**src/rtl/pixel_filter_pipe.sv**
```systemverilog
// Four-stage registered pixel filter: ordered-dither quantise, greyscale, channel
// permutation and invert, with delay-matched sync sidebands and frame-locked mode.
module pixel_filter_pipe #(
  parameter int         IW            = 8,
  parameter int         CW            = 4,
  parameter int         XW            = 11,
  parameter int         YW            = 11,
  parameter bit         VS_ACTIVE_LOW = 1'b1,
  parameter logic [7:0] MODE_RST      = 8'h00
) (
  input  logic            clk,
  input  logic            resetn,
  input  logic [3*IW-1:0] pix_in,
  input  logic            pix_valid,
  input  logic [XW-1:0]   pos_x,
  input  logic [YW-1:0]   pos_y,
  input  logic            hsync_in,
  input  logic            vsync_in,
  input  logic [7:0]      mode_in,
  output logic [3*CW-1:0] pix_out,
  output logic            pix_out_valid,
  output logic            hsync_out,
  output logic            vsync_out,
  output logic [7:0]      mode_active
);

  localparam int   K         = IW - CW;
  localparam int   GW        = CW + 9;
  localparam logic SYNC_IDLE = VS_ACTIVE_LOW ? 1'b1 : 1'b0;

  logic [3:0]      bayer;
  logic [IW-1:0]   offset;
  logic [3*CW-1:0] q1;
  logic [3*K-1:0]  drop1;
  logic            vs_prev;
  logic            vs_edge;

  logic [3*CW-1:0] s1_pix, s2_pix, s3_pix, p3;
  logic [5:0]      s1_mode;
  logic [4:0]      s2_mode;
  logic            s3_inv;
  logic [3:0]      valid_sr, hs_sr, vs_sr;

  logic [GW-1:0]   y_sum;
  logic [CW-1:0]   y_val;
  logic [CW-1:0]   r2, g2, b2;

  always_comb begin
    bayer = 4'd0;
    case ({pos_y[1:0], pos_x[1:0]})
      4'h0: bayer = 4'd0;   4'h1: bayer = 4'd8;   4'h2: bayer = 4'd2;   4'h3: bayer = 4'd10;
      4'h4: bayer = 4'd12;  4'h5: bayer = 4'd4;   4'h6: bayer = 4'd14;  4'h7: bayer = 4'd6;
      4'h8: bayer = 4'd3;   4'h9: bayer = 4'd11;  4'hA: bayer = 4'd1;   4'hB: bayer = 4'd9;
      4'hC: bayer = 4'd15;  4'hD: bayer = 4'd7;   4'hE: bayer = 4'd13;  4'hF: bayer = 4'd5;
      default: bayer = 4'd0;
    endcase
  end

  // Scale the 0..15 threshold so it spans exactly the bits discarded by quantisation.
  if (K >= 4) begin : g_off_up
    assign offset = IW'(bayer) << (K - 4);
  end else begin : g_off_dn
    assign offset = IW'(bayer >> (4 - K));
  end

  for (genvar c = 0; c < 3; c++) begin : g_quant
    logic [IW-1:0] ch, dv;
    logic [IW:0]   sum;
    assign ch  = pix_in[c*IW +: IW];
    assign sum = {1'b0, ch} + {1'b0, offset};
    assign dv  = mode_active[0] ? (sum[IW] ? {IW{1'b1}} : sum[IW-1:0]) : ch;
    assign q1[c*CW +: CW]  = dv[IW-1 -: CW];
    assign drop1[c*K +: K] = dv[K-1:0];
  end

  // Mode is captured only on the vsync assertion edge so a frame never mixes settings.
  assign vs_edge = (vsync_in != SYNC_IDLE) && (vs_prev == SYNC_IDLE);

  always_ff @(posedge clk or negedge resetn) begin
    if (!resetn) begin
      vs_prev     <= SYNC_IDLE;
      mode_active <= MODE_RST;
    end else begin
      vs_prev <= vsync_in;
      if (vs_edge) mode_active <= mode_in;
    end
  end

  assign r2 = s1_pix[3*CW-1 -: CW];
  assign g2 = s1_pix[2*CW-1 -: CW];
  assign b2 = s1_pix[CW-1:0];
  assign y_sum = GW'(r2) * GW'(77) + GW'(g2) * GW'(150) + GW'(b2) * GW'(29);
  assign y_val = y_sum[CW+7:8];

  always_comb begin
    logic [CW-1:0] r, g, b;
    r  = s2_pix[3*CW-1 -: CW];
    g  = s2_pix[2*CW-1 -: CW];
    b  = s2_pix[CW-1:0];
    p3 = s2_pix;
    if (s2_mode[0]) begin
      case (s2_mode[4:2])
        3'd1:    p3 = {r, b, g};
        3'd2:    p3 = {g, r, b};
        3'd3:    p3 = {g, b, r};
        3'd4:    p3 = {b, r, g};
        3'd5:    p3 = {b, g, r};
        default: p3 = {r, g, b};
      endcase
    end
  end

  // Each pixel carries the mode bits it was quantised with down the pipe.
  always_ff @(posedge clk or negedge resetn) begin
    if (!resetn) begin
      s1_pix   <= '0;
      s1_mode  <= '0;
      s2_pix   <= '0;
      s2_mode  <= '0;
      s3_pix   <= '0;
      s3_inv   <= 1'b0;
      pix_out  <= '0;
      valid_sr <= '0;
      hs_sr    <= {4{SYNC_IDLE}};
      vs_sr    <= {4{SYNC_IDLE}};
    end else begin
      s1_pix   <= q1;
      s1_mode  <= mode_active[6:1];
      s2_pix   <= s1_mode[0] ? {3{y_val}} : s1_pix;
      s2_mode  <= s1_mode[5:1];
      s3_pix   <= p3;
      s3_inv   <= s2_mode[1];
      pix_out  <= !valid_sr[2] ? '0 : (s3_inv ? ~s3_pix : s3_pix);
      valid_sr <= {valid_sr[2:0], pix_valid};
      hs_sr    <= {hs_sr[2:0], hsync_in};
      vs_sr    <= {vs_sr[2:0], vsync_in};
    end
  end

  assign pix_out_valid = valid_sr[3];
  assign hsync_out     = hs_sr[3];
  assign vsync_out     = vs_sr[3];

  logic unused_bits;
  assign unused_bits = ^{pos_x[XW-1:2], pos_y[YW-1:2], mode_active[7], drop1,
                         y_sum[GW-1:CW+8], y_sum[7:0]};

endmodule

```
**config.mk**
```make
export PLATFORM = sky130hd
export DESIGN_NAME = pixel_filter_pipe
export DESIGN_NICKNAME = d
export VERILOG_FILES = /design/src/rtl/pixel_filter_pipe.sv
export SDC_FILE = /design/constraint.sdc
export NUM_CORES = 1
export LEC_CHECK = 0
export ABC_AREA = 1
export ABC_CLOCK_PERIOD_IN_PS = 5900
export BUFFER_PORTS_ARGS = -buffer_cell sky130_fd_sc_hd__buf_4
export CAP_MARGIN = 10
export CORE_MARGIN = 10
export CORE_UTILIZATION = 57
export DETAILED_ROUTE_END_ITERATION = 10
export GPL_TIMING_DRIVEN = 0
export PLACE_DENSITY = 0.92
export SLEW_MARGIN = 15
export SYNTH_ARGS = -nofsm -noshare
export SYNTH_HDL_FRONTEND = slang
export SYNTH_SLANG_ARGS = --single-unit
```
**constraint.sdc**
```tcl
create_clock -name clk -period 5.9 [get_ports clk]
set_input_delay 0.295 -clock clk [delete_from_list [all_inputs] [get_ports clk]]
set_output_delay 0.295 -clock clk [all_outputs]
set_load 0.02 [all_outputs]
```
==> metrics.csv <==
metric;value;unit
RSZ-0062 raised after global routing;no;
detailed-route wire length per cell;14.1;um
Yosys top cell by area;dfrtp_1;
Buffers on Ports;63;
DRT Pass-1 Iters;5;
post-synth net total;671;
Hold WS;59.3;ps
CP arrival;5280;ps
sequential share of the synthesized area;40.7;%
Root Driver;clkbuf_8;
IO Count;82;
Cell Area, Synth;4950;um^2
Worst-Margin Slew;915;ps
Crit. End Element;flop;
CTS tree;yes;
H-tree Lvls;3;
antenna diode count;0;
r2r startpoint;s1_pix[6]$_DFF_PN0_;
CP cell instances;ha_1 -> inv_1 -> fa_1 -> inv_1 -> ha_1 -> nand3_1 -> nand2_1 -> xor2_1 -> ha_1 -> ha_1 -> inv_1 -> fa_1 -> fa_1 -> inv_1 -> ha_1 -> nand2_1 -> nor2_1 -> nand3_1 -> nand3_1 -> nand3_1 -> nand3_1 -> nand2_1;
startpoint types;flop;
first-pass GRT wire length;17.6;mm
area of the multi-input gates;2530;um^2
Layout area overhead;15.9;%
count of state elements after synthesis;80;
Rel. slew slack;39.0;%
status;complete, no violations;
Max-Cap Viols;0;
post-CTS setup buffer count;0;
YS warnings;0;
DRT Wirelength;10.2;mm
final net count;745;
largest net degree at the start of global routing;81;
worst-path fanout max;7;
Placer Congestion;0.918;
Final TNS setup;0;ps
FMAX;0.198;GHz
clock buffer depth;2;
CTS-repair resized insts;0;
GRT overflow;0;
skew final;10.5;ps
Crit path required time;6130;ps
via count;3758;
cell-internal power;1.59;mW
sw power;1.34;mW
Tmin final;5050;ps
Yosys cell types;36;
Post-DP HPWL;8.19;mm
max incr delay on CP;550;ps
layout cells sized above 1;18.5;%
Seq pwr share;26.5;%
post-route insts no fill;721;
EDFF count, synth;0;
Leak;3.13;nW
cells after synthesis;537;
Initial Util;59.3;%
Cells after DPL;705;
Async SR Flop Fraction;100;%
CTS Buf Count;9;
initial antenna violation count;0;
critical path launch point;s1_pix[6]$_DFF_PN0_;
Post-route DRC;0;
count of final hold-check violations;0;
std cell rows;33;
core area;8340;um^2
fillers;617;
DRT antenna net count;0;
Iteration-0 DRC Markers;202;
synthesized area per cell;9.22;um^2
Final setup viols;0;
FF/Latch Area;2010;um^2
Die H;113;um
Cell Pwr Density;511;nW/um^2
Comb power frac;60.6;%
largest cells by area after synthesis;dfrtp_1, ha_1, nand2_1;
main flop type after synthesis;dfrtp_1;
total power;2.93;mW
All-Layer GR Usage;16.4;%
CP max-delay cell;fa_1;
clock share of power;12.9;%
clock sink count;80;
CTS Hold Bufs;0;
Peak VDD IR;273;uV
critical path type;reg -> reg;
top cells by count, synth;nand2_1, inv_1, dfrtp_1;
Hold WC Path Type;in -> async;
via/cell ratio;5.21;
die width;113;um
die area;12800;um^2
most frequent cell after synthesis;nand2_1;
Synth top area share;36.4;%
Skew-Pair Late Insertion Delay;350;ps
switching part of the total;45.8;%
vias in the first global route;4015;
clock slew at reported path FFs;80;ps
period utilization;85.6;%
Final Max Tran Viols;0;
-- sequential cells by signal, summed over array words and instances, names as in the netlist --
name	flops
s2_pix	12
s3_pix	12
vs_sr	4
hs_sr	4
mode_active	8
pix_out	12
s3_inv	1
s1_pix	12
s2_mode	5
valid_sr	4
s1_mode	6
-- power by group through the flow --
stage          clock network (mW)  registers (mW)  logic [mW]
2_1_floorplan                   0           0.802        1.29
5_1_grt                     0.406           0.790        2.05
3_5_place_dp                    0           0.784        1.77
4_1_cts                     0.382           0.773        1.78
6_report                    0.377           0.776        1.78
3_3_place_gp                    0           0.777        1.63
-- critical path: cells and delay by family (launching register included) --
family / cells / cell delay (ps)
buffers and inverters: 4 / 230
flip-flops: 1 / 480
AND/OR/NAND/NOR: 9 / 1070
XOR/XNOR: 1 / 180
adder cells (fa/ha/maj): 8 / 2980
-- path summary, 6_finish.rpt --
path                                         end  depth (start not counted)  slack (ps)
setup / recovery            s2_pix[11]$_DFF_PN0_                         22         850
hold / removal              pix_out[0]$_DFF_PN0_                          1          60
setup reg to reg            s2_pix[11]$_DFF_PN0_                         22         850
hold reg to reg            valid_sr[2]$_DFF_PN0_                          0         340
max in group asynchronous    s1_pix[5]$_DFF_PN0_                          1        5230
min in group clk           valid_sr[0]$_DFF_PN0_                          1          60
-- cell usage in the layout (no fill, tap or decap), types with 9 or more instances in the layout --
cell type,instances
o22ai_1,12
fa_1,22
inv_1,99
ha_1,53
dfrtp_1,72
nand2_1,118
nand3_1,35
a21oi_1,11
buf_4,63
nor2_1,35
clkbuf_8,9
-- cell type report --
cell class / instances / share of cell area (%)
plain buffers: 6 / 0.414
clock buffers: 12 / 2.36
clock inverters: 4 / 0.829
inverters: 102 / 6.68
multi-input cells: 349 / 44.1
flip-flops and latches: 80 / 35.1
well taps: 105 / 2.29
repair buffers: 63 / 8.25
-- metrics by stage --
step / cell area [um^2] / setup slack, ps / util [%]
floorplan: 4950 / 1460 / -
global placement: 5550 / 1190 / 66.6
detailed placement: 5550 / 930 / 66.6
CTS: 5740 / 915 / 68.8
global route: 5740 / 566 / 68.8
finish: 5740 / 849 / 68.8
-- kinds of logic (layout without fill, tap and decap cells) --
family,count (synthesis),in the layout,share of synthesized area [%]
simple gates,206,206,18.7
xor+xnor,9,9,1.59
compound gates,51,51,6.73
flops,80,80,40.7
buf+inv,108,187,8.22
mux,8,8,1.82
fa+ha+maj,75,75,22.3
-- layer usage --
layer,vias up,routed length (um),track usage [%]
met3,18,584,4.91
met1,1802,3920,16.9
met5,-,0,0
li1,1837,-,-
met4,0,184,5.50
met2,101,5460,30.8
No activity file was read; power rests on OpenSTA's default activity.
